[src/rtl/core_mul_pkg.sv]
// rtl/core_mul_pkg.sv - shared types and constants for the iterative multiplier
package core_mul_pkg;

   typedef enum logic [1:0] {
      S_IDLE,
      S_MUL,
      S_FIX,
      S_DONE
   } core_mul_state;

   typedef struct packed {
      logic n;
      logic z;
      logic c;
      logic v;
   } psr_flags;

   localparam int CORE_MUL_W      = 32;
   localparam int CORE_MUL_CYCLES = CORE_MUL_W + 2;

   // Latency for a non-default operand width.
   function automatic int core_mul_cycles(input int w);
      return w + 2;
   endfunction

endpackage

[src/rtl/core_mul_if.sv]
// rtl/core_mul_if.sv - request/result bundle between a core and core_mul
interface core_mul_if
   import core_mul_pkg::*;
#(
   parameter int W = 32
);
   logic         start;
   logic         signed_mul;
   logic         long_mul;
   logic         acc;
   logic [W-1:0] a;
   logic [W-1:0] b;
   logic [W-1:0] c_hi;
   logic [W-1:0] c_lo;
   logic         c_in;
   logic         v_in;
   logic [W-1:0] q_hi;
   logic [W-1:0] q_lo;
   psr_flags     nzcv;
   logic         ready;
   logic         valid;

   modport master (
      output start, signed_mul, long_mul, acc, a, b, c_hi, c_lo, c_in, v_in,
      input  q_hi, q_lo, nzcv, ready, valid
   );

   modport slave (
      input  start, signed_mul, long_mul, acc, a, b, c_hi, c_lo, c_in, v_in,
      output q_hi, q_lo, nzcv, ready, valid
   );
endinterface

[src/rtl/core_mul_acc.sv]
// rtl/core_mul_acc.sv - conditional negate of the magnitude product plus accumulator add
module core_mul_acc #(
   parameter int PW = 64
) (
   input  logic [PW-1:0] i_prod,
   input  logic          i_neg,
   input  logic          i_add,
   input  logic [PW-1:0] i_addend,
   output logic [PW-1:0] o_sum
);
   logic [PW-1:0] w_signed;

   assign w_signed = i_neg ? (~i_prod + PW'(1)) : i_prod;
   // Wraps modulo 2^PW; carry out is intentionally dropped.
   assign o_sum    = w_signed + (i_add ? i_addend : '0);
endmodule

[src/rtl/core_mul.sv]
// rtl/core_mul.sv - radix-2 shift-add multiplier with accumulate (long results need CORE_MUL_LONG_EN)
module core_mul
   import core_mul_pkg::*;
#(
   parameter int W = 32
) (
   input  logic       clk,
   input  logic       rst_n,
   core_mul_if.slave  bus
);
`ifdef CORE_MUL_LONG_EN
   localparam int PW = 2 * W;
`else
   localparam int PW = W;
`endif
   localparam int CW = $clog2(W);

   core_mul_state r_state;
   logic [CW-1:0] r_cnt;
   logic [PW-1:0] r_prod;
   logic [PW-1:0] r_mcand;
   logic [W-1:0]  r_mplier;
   logic [PW-1:0] r_addend;
   logic          r_neg;
   logic          r_acc;
   logic          r_c_flag;
   logic          r_v_flag;
   logic          r_ready;
   logic          r_valid;
   logic [W-1:0]  r_q_lo;
   psr_flags      r_nzcv;
   logic [W-1:0]  w_mag_a;
   logic [W-1:0]  w_mag_b;
   logic [PW-1:0] w_sum;

   // Signed operands are multiplied as magnitudes; the sign is reapplied in FIX.
   assign w_mag_a = (bus.signed_mul && bus.a[W-1]) ? (~bus.a + W'(1)) : bus.a;
   assign w_mag_b = (bus.signed_mul && bus.b[W-1]) ? (~bus.b + W'(1)) : bus.b;

   core_mul_acc #(.PW(PW)) u_acc (
      .i_prod   (r_prod),
      .i_neg    (r_neg),
      .i_add    (r_acc),
      .i_addend (r_addend),
      .o_sum    (w_sum)
   );

`ifdef CORE_MUL_LONG_EN
   logic          r_long;
   logic [W-1:0]  r_q_hi;
   assign bus.q_hi = r_q_hi;
`else
   logic w_unused_long;
   assign w_unused_long = ^{bus.c_hi, bus.long_mul};
   assign bus.q_hi      = '0;
`endif

   always_ff @(posedge clk or negedge rst_n) begin
      if (!rst_n) begin
         r_state  <= S_IDLE;
         r_cnt    <= '0;
         r_prod   <= '0;
         r_mcand  <= '0;
         r_mplier <= '0;
         r_addend <= '0;
         r_neg    <= 1'b0;
         r_acc    <= 1'b0;
         r_c_flag <= 1'b0;
         r_v_flag <= 1'b0;
         r_ready  <= 1'b1;
         r_valid  <= 1'b0;
         r_q_lo   <= '0;
         r_nzcv   <= '0;
`ifdef CORE_MUL_LONG_EN
         r_long   <= 1'b0;
         r_q_hi   <= '0;
`endif
      end else begin
         case (r_state)
            S_IDLE, S_DONE: begin
               r_valid <= 1'b0;
               if (bus.start) begin
                  r_state  <= S_MUL;
                  r_ready  <= 1'b0;
                  r_cnt    <= CW'(W - 1);
                  r_prod   <= '0;
                  r_mcand  <= PW'(w_mag_a);
                  r_mplier <= w_mag_b;
                  r_neg    <= bus.signed_mul & (bus.a[W-1] ^ bus.b[W-1]);
                  r_acc    <= bus.acc;
                  r_c_flag <= bus.c_in;
                  r_v_flag <= bus.v_in;
`ifdef CORE_MUL_LONG_EN
                  r_long   <= bus.long_mul;
                  r_addend <= {bus.long_mul ? bus.c_hi : W'(0), bus.c_lo};
`else
                  r_addend <= bus.c_lo;
`endif
               end else begin
                  r_state <= S_IDLE;
                  r_ready <= 1'b1;
               end
            end
            S_MUL: begin
               if (r_mplier[0])
                  r_prod <= r_prod + r_mcand;
               r_mcand  <= r_mcand << 1;
               r_mplier <= r_mplier >> 1;
               if (r_cnt == '0)
                  r_state <= S_FIX;
               else
                  r_cnt <= r_cnt - CW'(1);
            end
            S_FIX: begin
               r_state  <= S_DONE;
               r_ready  <= 1'b1;
               r_valid  <= 1'b1;
               r_q_lo   <= w_sum[W-1:0];
               r_nzcv.c <= r_c_flag;
               r_nzcv.v <= r_v_flag;
`ifdef CORE_MUL_LONG_EN
               r_q_hi   <= r_long ? w_sum[2*W-1:W] : W'(0);
               r_nzcv.n <= r_long ? w_sum[2*W-1] : w_sum[W-1];
               r_nzcv.z <= r_long ? (w_sum == '0) : (w_sum[W-1:0] == '0);
`else
               r_nzcv.n <= w_sum[W-1];
               r_nzcv.z <= (w_sum == '0);
`endif
            end
            default: r_state <= S_IDLE;
         endcase
      end
   end

   assign bus.q_lo  = r_q_lo;
   assign bus.nzcv  = r_nzcv;
   assign bus.ready = r_ready;
   assign bus.valid = r_valid;
endmodule

[src/flat_wrapper.sv]
// flat-port wrapper written by rule: the top's interface ports become plain ports
module core_mul_flat import core_mul_pkg::*;
#(
   parameter int W = 32
)
  (clk, rst_n, bus_start, bus_signed_mul, bus_long_mul, bus_acc, bus_a, bus_b, bus_c_hi, bus_c_lo, bus_c_in, bus_v_in, bus_q_hi, bus_q_lo, bus_nzcv, bus_ready, bus_valid);
  core_mul_if #(.W(W)) bus_i ();
  input  logic clk;
  input  logic rst_n;
  input wire logic [$bits(bus_i.start)-1:0] bus_start;
  input wire logic [$bits(bus_i.signed_mul)-1:0] bus_signed_mul;
  input wire logic [$bits(bus_i.long_mul)-1:0] bus_long_mul;
  input wire logic [$bits(bus_i.acc)-1:0] bus_acc;
  input wire logic [$bits(bus_i.a)-1:0] bus_a;
  input wire logic [$bits(bus_i.b)-1:0] bus_b;
  input wire logic [$bits(bus_i.c_hi)-1:0] bus_c_hi;
  input wire logic [$bits(bus_i.c_lo)-1:0] bus_c_lo;
  input wire logic [$bits(bus_i.c_in)-1:0] bus_c_in;
  input wire logic [$bits(bus_i.v_in)-1:0] bus_v_in;
  output wire logic [$bits(bus_i.q_hi)-1:0] bus_q_hi;
  output wire logic [$bits(bus_i.q_lo)-1:0] bus_q_lo;
  output wire logic [$bits(bus_i.nzcv)-1:0] bus_nzcv;
  output wire logic [$bits(bus_i.ready)-1:0] bus_ready;
  output wire logic [$bits(bus_i.valid)-1:0] bus_valid;
  assign bus_i.start = bus_start;
  assign bus_i.signed_mul = bus_signed_mul;
  assign bus_i.long_mul = bus_long_mul;
  assign bus_i.acc = bus_acc;
  assign bus_i.a = bus_a;
  assign bus_i.b = bus_b;
  assign bus_i.c_hi = bus_c_hi;
  assign bus_i.c_lo = bus_c_lo;
  assign bus_i.c_in = bus_c_in;
  assign bus_i.v_in = bus_v_in;
  assign bus_q_hi = bus_i.q_hi;
  assign bus_q_lo = bus_i.q_lo;
  assign bus_nzcv = bus_i.nzcv;
  assign bus_ready = bus_i.ready;
  assign bus_valid = bus_i.valid;
  core_mul #(.W(W)) u_core (.clk(clk), .rst_n(rst_n), .bus(bus_i));
endmodule
[config.mk]
export PLATFORM = sky130hd
export DESIGN_NAME = core_mul_flat
export DESIGN_NICKNAME = d
export VERILOG_FILES = /design/src/rtl/core_mul_pkg.sv /design/src/rtl/core_mul_if.sv /design/src/rtl/core_mul_acc.sv /design/src/rtl/core_mul.sv /design/src/flat_wrapper.sv
export SDC_FILE = /design/constraint.sdc
export NUM_CORES = 1
export LEC_CHECK = 0
export ABC_AREA = 1
export CORE_MARGIN = 2
export CORE_UTILIZATION = 40
export CTS_BUF_LIST = sky130_fd_sc_hd__clkbuf_8
export DETAILED_ROUTE_END_ITERATION = 10
export PLACE_DENSITY = 0.59
export SYNTH_ARGS = -nofsm -noshare
export SYNTH_HDL_FRONTEND = slang
export SYNTH_SLANG_ARGS = --single-unit
[constraint.sdc]
create_clock -name clk -period 3.4 [get_ports clk]
set_clock_uncertainty 0.2 [all_clocks]
set_input_delay 0.68 -clock clk [delete_from_list [all_inputs] [get_ports clk]]
set_output_delay 0.68 -clock clk [all_outputs]
set_load 0.01 [all_outputs]
==> flow_summary.ini, run 1 <==
[route]
routedWlPerCell_um = 15.0
vias = 14597
drt_iter0_markers = 755
first_pass_iters = 7
route.detailed.drc = 0
antenna_left = 0
wl_um = 43800
viasPerCell = 4.98

[placed_design]
placed_area_mm2 = 0.0169
port_buffers = 140
dpl_worst_slack_ns = -0.344
dpl.hpwl_um = 34800
gp_congestion = 0.950
dp.cells = 2883

[clock_tree]
cts_sinks = 176
clock_path_buffers = 2
clk_latency_ns = 0.51
cts_inserted_buffers = 17
clk_root_buffer_cell = clkbuf_8
htree_num_levels = 4
clk_pin_slew_worst_paths_ns = 0.09
cts_tree = yes

[timing]
timing.final.crit_period_ns = 3.58
report.final.slew_viol_count = 0
fin_crit_sh_pct = 105
setup_viol = 6
fmax_ghz = 0.280
finalWorstSetupSlack_ns = -0.176
relSlewSlack_pct = 56.0
setup_tns_ns = -0.481
worst_pin_slew_ns = 0.659
grt_setup_unrepaired = true
hold_viol = 0

[flow_run]
cap_violations = 0

[floorplanning]
core_region_area_mm2 = 0.0353
die_y_um = 193
die-area_mm2 = 0.0371
die_w_um = 193
num_io_pins = 206
initial_core_util_pct = 40.3
num_rows = 69

[worst_setup_path]
rr_endpoint = u_core.bus.nzcv[2]$_DFFE_PN0P_
required_ns = 3.65
rr_worst_depth = 25
crit_arrival_ns = 3.82
crit_type = flop to flop
end_kind = flop
timing.rr.start = u_core.r_prod[0]$_DFFE_PN0P_
crit_fanout = 4
critPathLaunchType = flop
r2r_setup_slack_ns = -0.18

[power]
powerDensity_mw_per_mm2 = 952
p_comb_share_pct = 69.2
sw_frac_of_total_pct = 49.9
power_frac_clock_pct = 8.7
p_switching_mw = 8.51
vdd_ir_drop_max_mv = 0.521
p_seq_share_pct = 22.2
intPower_mw = 8.55
p_leak_nw = 9.38

[synth]
yosysSeqAreaShare_pct = 30.9
ys_top_cells_by_count = 769 x nand2_1, 280 x inv_1, 206 x nor2_1
synth_edf_count = 0
syn-cell-area_mm2 = 0.0142
synthCells = 2206
synthArstFlopShare_pct = 100
ys_types = 50
synthTopCellsByArea = dfrtp_1 31%, nand2_1 20%, inv_1 7.4%
synth-seq-cells = 176
syn_avg_cell_area_um2 = 6.46
synth_flop_cell = dfrtp_1
yosys_warnings = 0
synth_top_area_share_pct = 30.8
synth_top_area_cell = dfrtp_1
yosysMostFrequentCell = nand2_1

[global_routing]
antenna_found_initial = 1
grt_first_pass_wirelength_um = 72100
grt_pass1_vias = 14234
gr-usage-all-layers_pct = 24.5
grt_max_degree = 90
grt_overflow = 0

[min_path]
min-delay-start = u_core.bus.q_lo[1]$_DFFE_PN0P_
worstHoldPathCells = 2
min_to = u_core.bus.q_lo[1]$_DFFE_PN0P_
hold_class = flop to flop

[layout]
area_delta_synth_final_pct = 25.8
seqCellArea_mm2 = 0.00441
n_fill_cell = 3586
fin_cells = 2931
final_layout_size_suffix_gt1_share_pct = 14.1
fin_area_mm2 = 0.0179
nNetsFinal = 2665
multiInputGateArea_mm2 = 0.00888

[run_status]
violations = negative setup slack
status = finished with violations
==> routing by layer <==
metal | wire length (um) | GRT usage (%) | vias up | share of wire [%]
li1 | - | - | 7491 | -
met1 | 19800 | 31.4 | 6714 | 45
met2 | 21100 | 42.4 | 317 | 48
met3 | 1850 | 3.56 | 75 | 4.2
met4 | 1140 | 7.43 | 0 | 2.6
met5 | 0 | 0 | - | 0
==> timing repair <==
action | CTS | global route
resized for setup | 65 | 75
setup endpoints to repair | 21 | 21
endpoints found under the hold margin | 56 | 0
setup buffers | 8 | 8
hold buffers | 1 | 0
pin swaps | 46 | 49
==> registers in the layout, indices dropped and copies added (netlist names) <==
signal	cells
u_core.r_neg	1
u_core.bus.valid	1
u_core.r_cnt	5
u_core.r_mplier	32
u_core.r_prod	32
u_core.r_addend	32
u_core.r_acc	1
u_core.r_c_flag	1
u_core.r_state	2
u_core.bus.q_lo	31
u_core.bus.nzcv	4
u_core.r_mcand	32
u_core.r_v_flag	1
u_core.bus.ready	1
==> kinds of logic (layout without fill, tap and decap cells) <==
family                     count (synthesis)  in the layout  synth area share, %
buffers and inverters                    379            611                 11.1
other                                      1             33               0.0263
xor gates and xnor gates                  58             58                 3.57
and+or+nand+nor                         1158           1158                 33.4
adders and majority gates                 72             72                 6.43
DFF                                      176            176                 30.9
AOI/OAI and AO/OA                        362            362                 14.6
==> per-stage QoR <==
stage          hold WS [ns]  power, mW  utilization (%)
2_1_floorplan         0.184       10.2                -
3_3_place_gp          0.259       14.5             47.9
3_5_place_dp          0.262       14.6             47.9
4_1_cts               0.285       16.7             49.8
5_1_grt               0.299       18.7             50.8
6_report              0.277       17.1             50.8
==> area by class of cell <==
cell class	instances	share of cell area (%)
clock inverter	14	0.796
antenna	1	0.0140
tap	461	3.22
clock buffer	17	1.31
timing repair buffer	295	14.6
inverter	285	5.97
multi-input combinational	1682	49.5
sequential	176	24.6
==> critical path, cell delays in order (launching register included) <==
cell and delay [ns]:
dfrtp_1 0.40, inv_2 0.09, ha_4 0.15, nand3_2 0.06, nor2_2 0.14, nand4_1 0.15, nor2_2 0.20, nand4_1 0.19
inv_1 0.11, nand2_2 0.06, nand2_2 0.08, xor2_1 0.16, ha_1 0.32, nand2_2 0.17, inv_1 0.05, nand2_1 0.07
nand2_2 0.08, a21oi_4 0.12, nand4_1 0.16, nand2_4 0.13, nand2_2 0.05, nor2_2 0.08, nand3_1 0.08, nor2_1 0.10
nand2_1 0.05, nand2_1 0.06
==> placed cells by master (no fill, tap or decap), drive strengths merged, types with 5 or more instances in the layout <==
| master | instances |
|---|---|
| o31ai | 7 |
| o211ai | 18 |
| o21bai | 5 |
| xnor2 | 14 |
| ha | 70 |
| inv | 291 |
| nand3b | 14 |
| nor3 | 25 |
| nor4 | 6 |
| buf | 155 |
| dfrtp | 175 |
| conb | 32 |
| o221ai | 19 |
| clkdlybuf4s50 | 139 |
| o22ai | 9 |
| o21ai | 160 |
| xor2 | 44 |
| nand2 | 778 |
| a21oi | 110 |
| a31oi | 14 |
| nand3 | 91 |
| nor2 | 220 |
| clkbuf | 17 |
| a21o | 8 |
| nand4 | 20 |
==> power by group through the flow <==
| stage | Clock (mW) | Combinational (mW) | Sequential, mW |
|---|---|---|---|
| 4_1_cts | 1.52 | 11.4 | 3.78 |
| 3_3_place_gp | 0 | 10.7 | 3.78 |
| 5_1_grt | 1.61 | 13.2 | 3.89 |
| 3_5_place_dp | 0 | 10.8 | 3.81 |
| 2_1_floorplan | 0 | 6.60 | 3.61 |
| 6_report | 1.48 | 11.8 | 3.79 |
==> how the worst max path moves through the flow <==
stage	to	slack [ns]	startpoint
5_1_grt	u_core.bus.nzcv[2]$_DFFE_PN0P_	-0.48	u_core.r_prod[0]$_DFFE_PN0P_
6_report	u_core.bus.nzcv[2]$_DFFE_PN0P_	-0.18	u_core.r_prod[0]$_DFFE_PN0P_
3_3_place_gp	u_core.bus.nzcv[2]$_DFFE_PN0P_	-0.30	u_core.r_prod[1]$_DFFE_PN0P_
2_1_floorplan	u_core.bus.nzcv[2]$_DFFE_PN0P_	0.25	u_core.r_prod[1]$_DFFE_PN0P_
4_1_cts	u_core.bus.nzcv[2]$_DFFE_PN0P_	-0.18	u_core.r_prod[3]$_DFFE_PN0P_
3_5_place_dp	u_core.bus.nzcv[2]$_DFFE_PN0P_	-0.34	u_core.r_prod[0]$_DFFE_PN0P_
Note: power is estimated with default switching activity, not from simulation.
==> inputs of run 2 (changes only) <==
Settings changed: ABC_CLOCK_PERIOD_IN_PS from default to 3400, CTS_CLUSTER_DIAMETER from default to 200, SLEW_MARGIN from default to 10.
==> results of run 2 <==
No change in the layout: final DEF, timing and power equal those of run 1.
==> inputs of run 3 (changes only) <==
Settings changed: ABC_CLOCK_PERIOD_IN_PS 3400 to default.
==> results of run 3 <==
No change in the layout: final DEF, timing and power equal those of run 1.
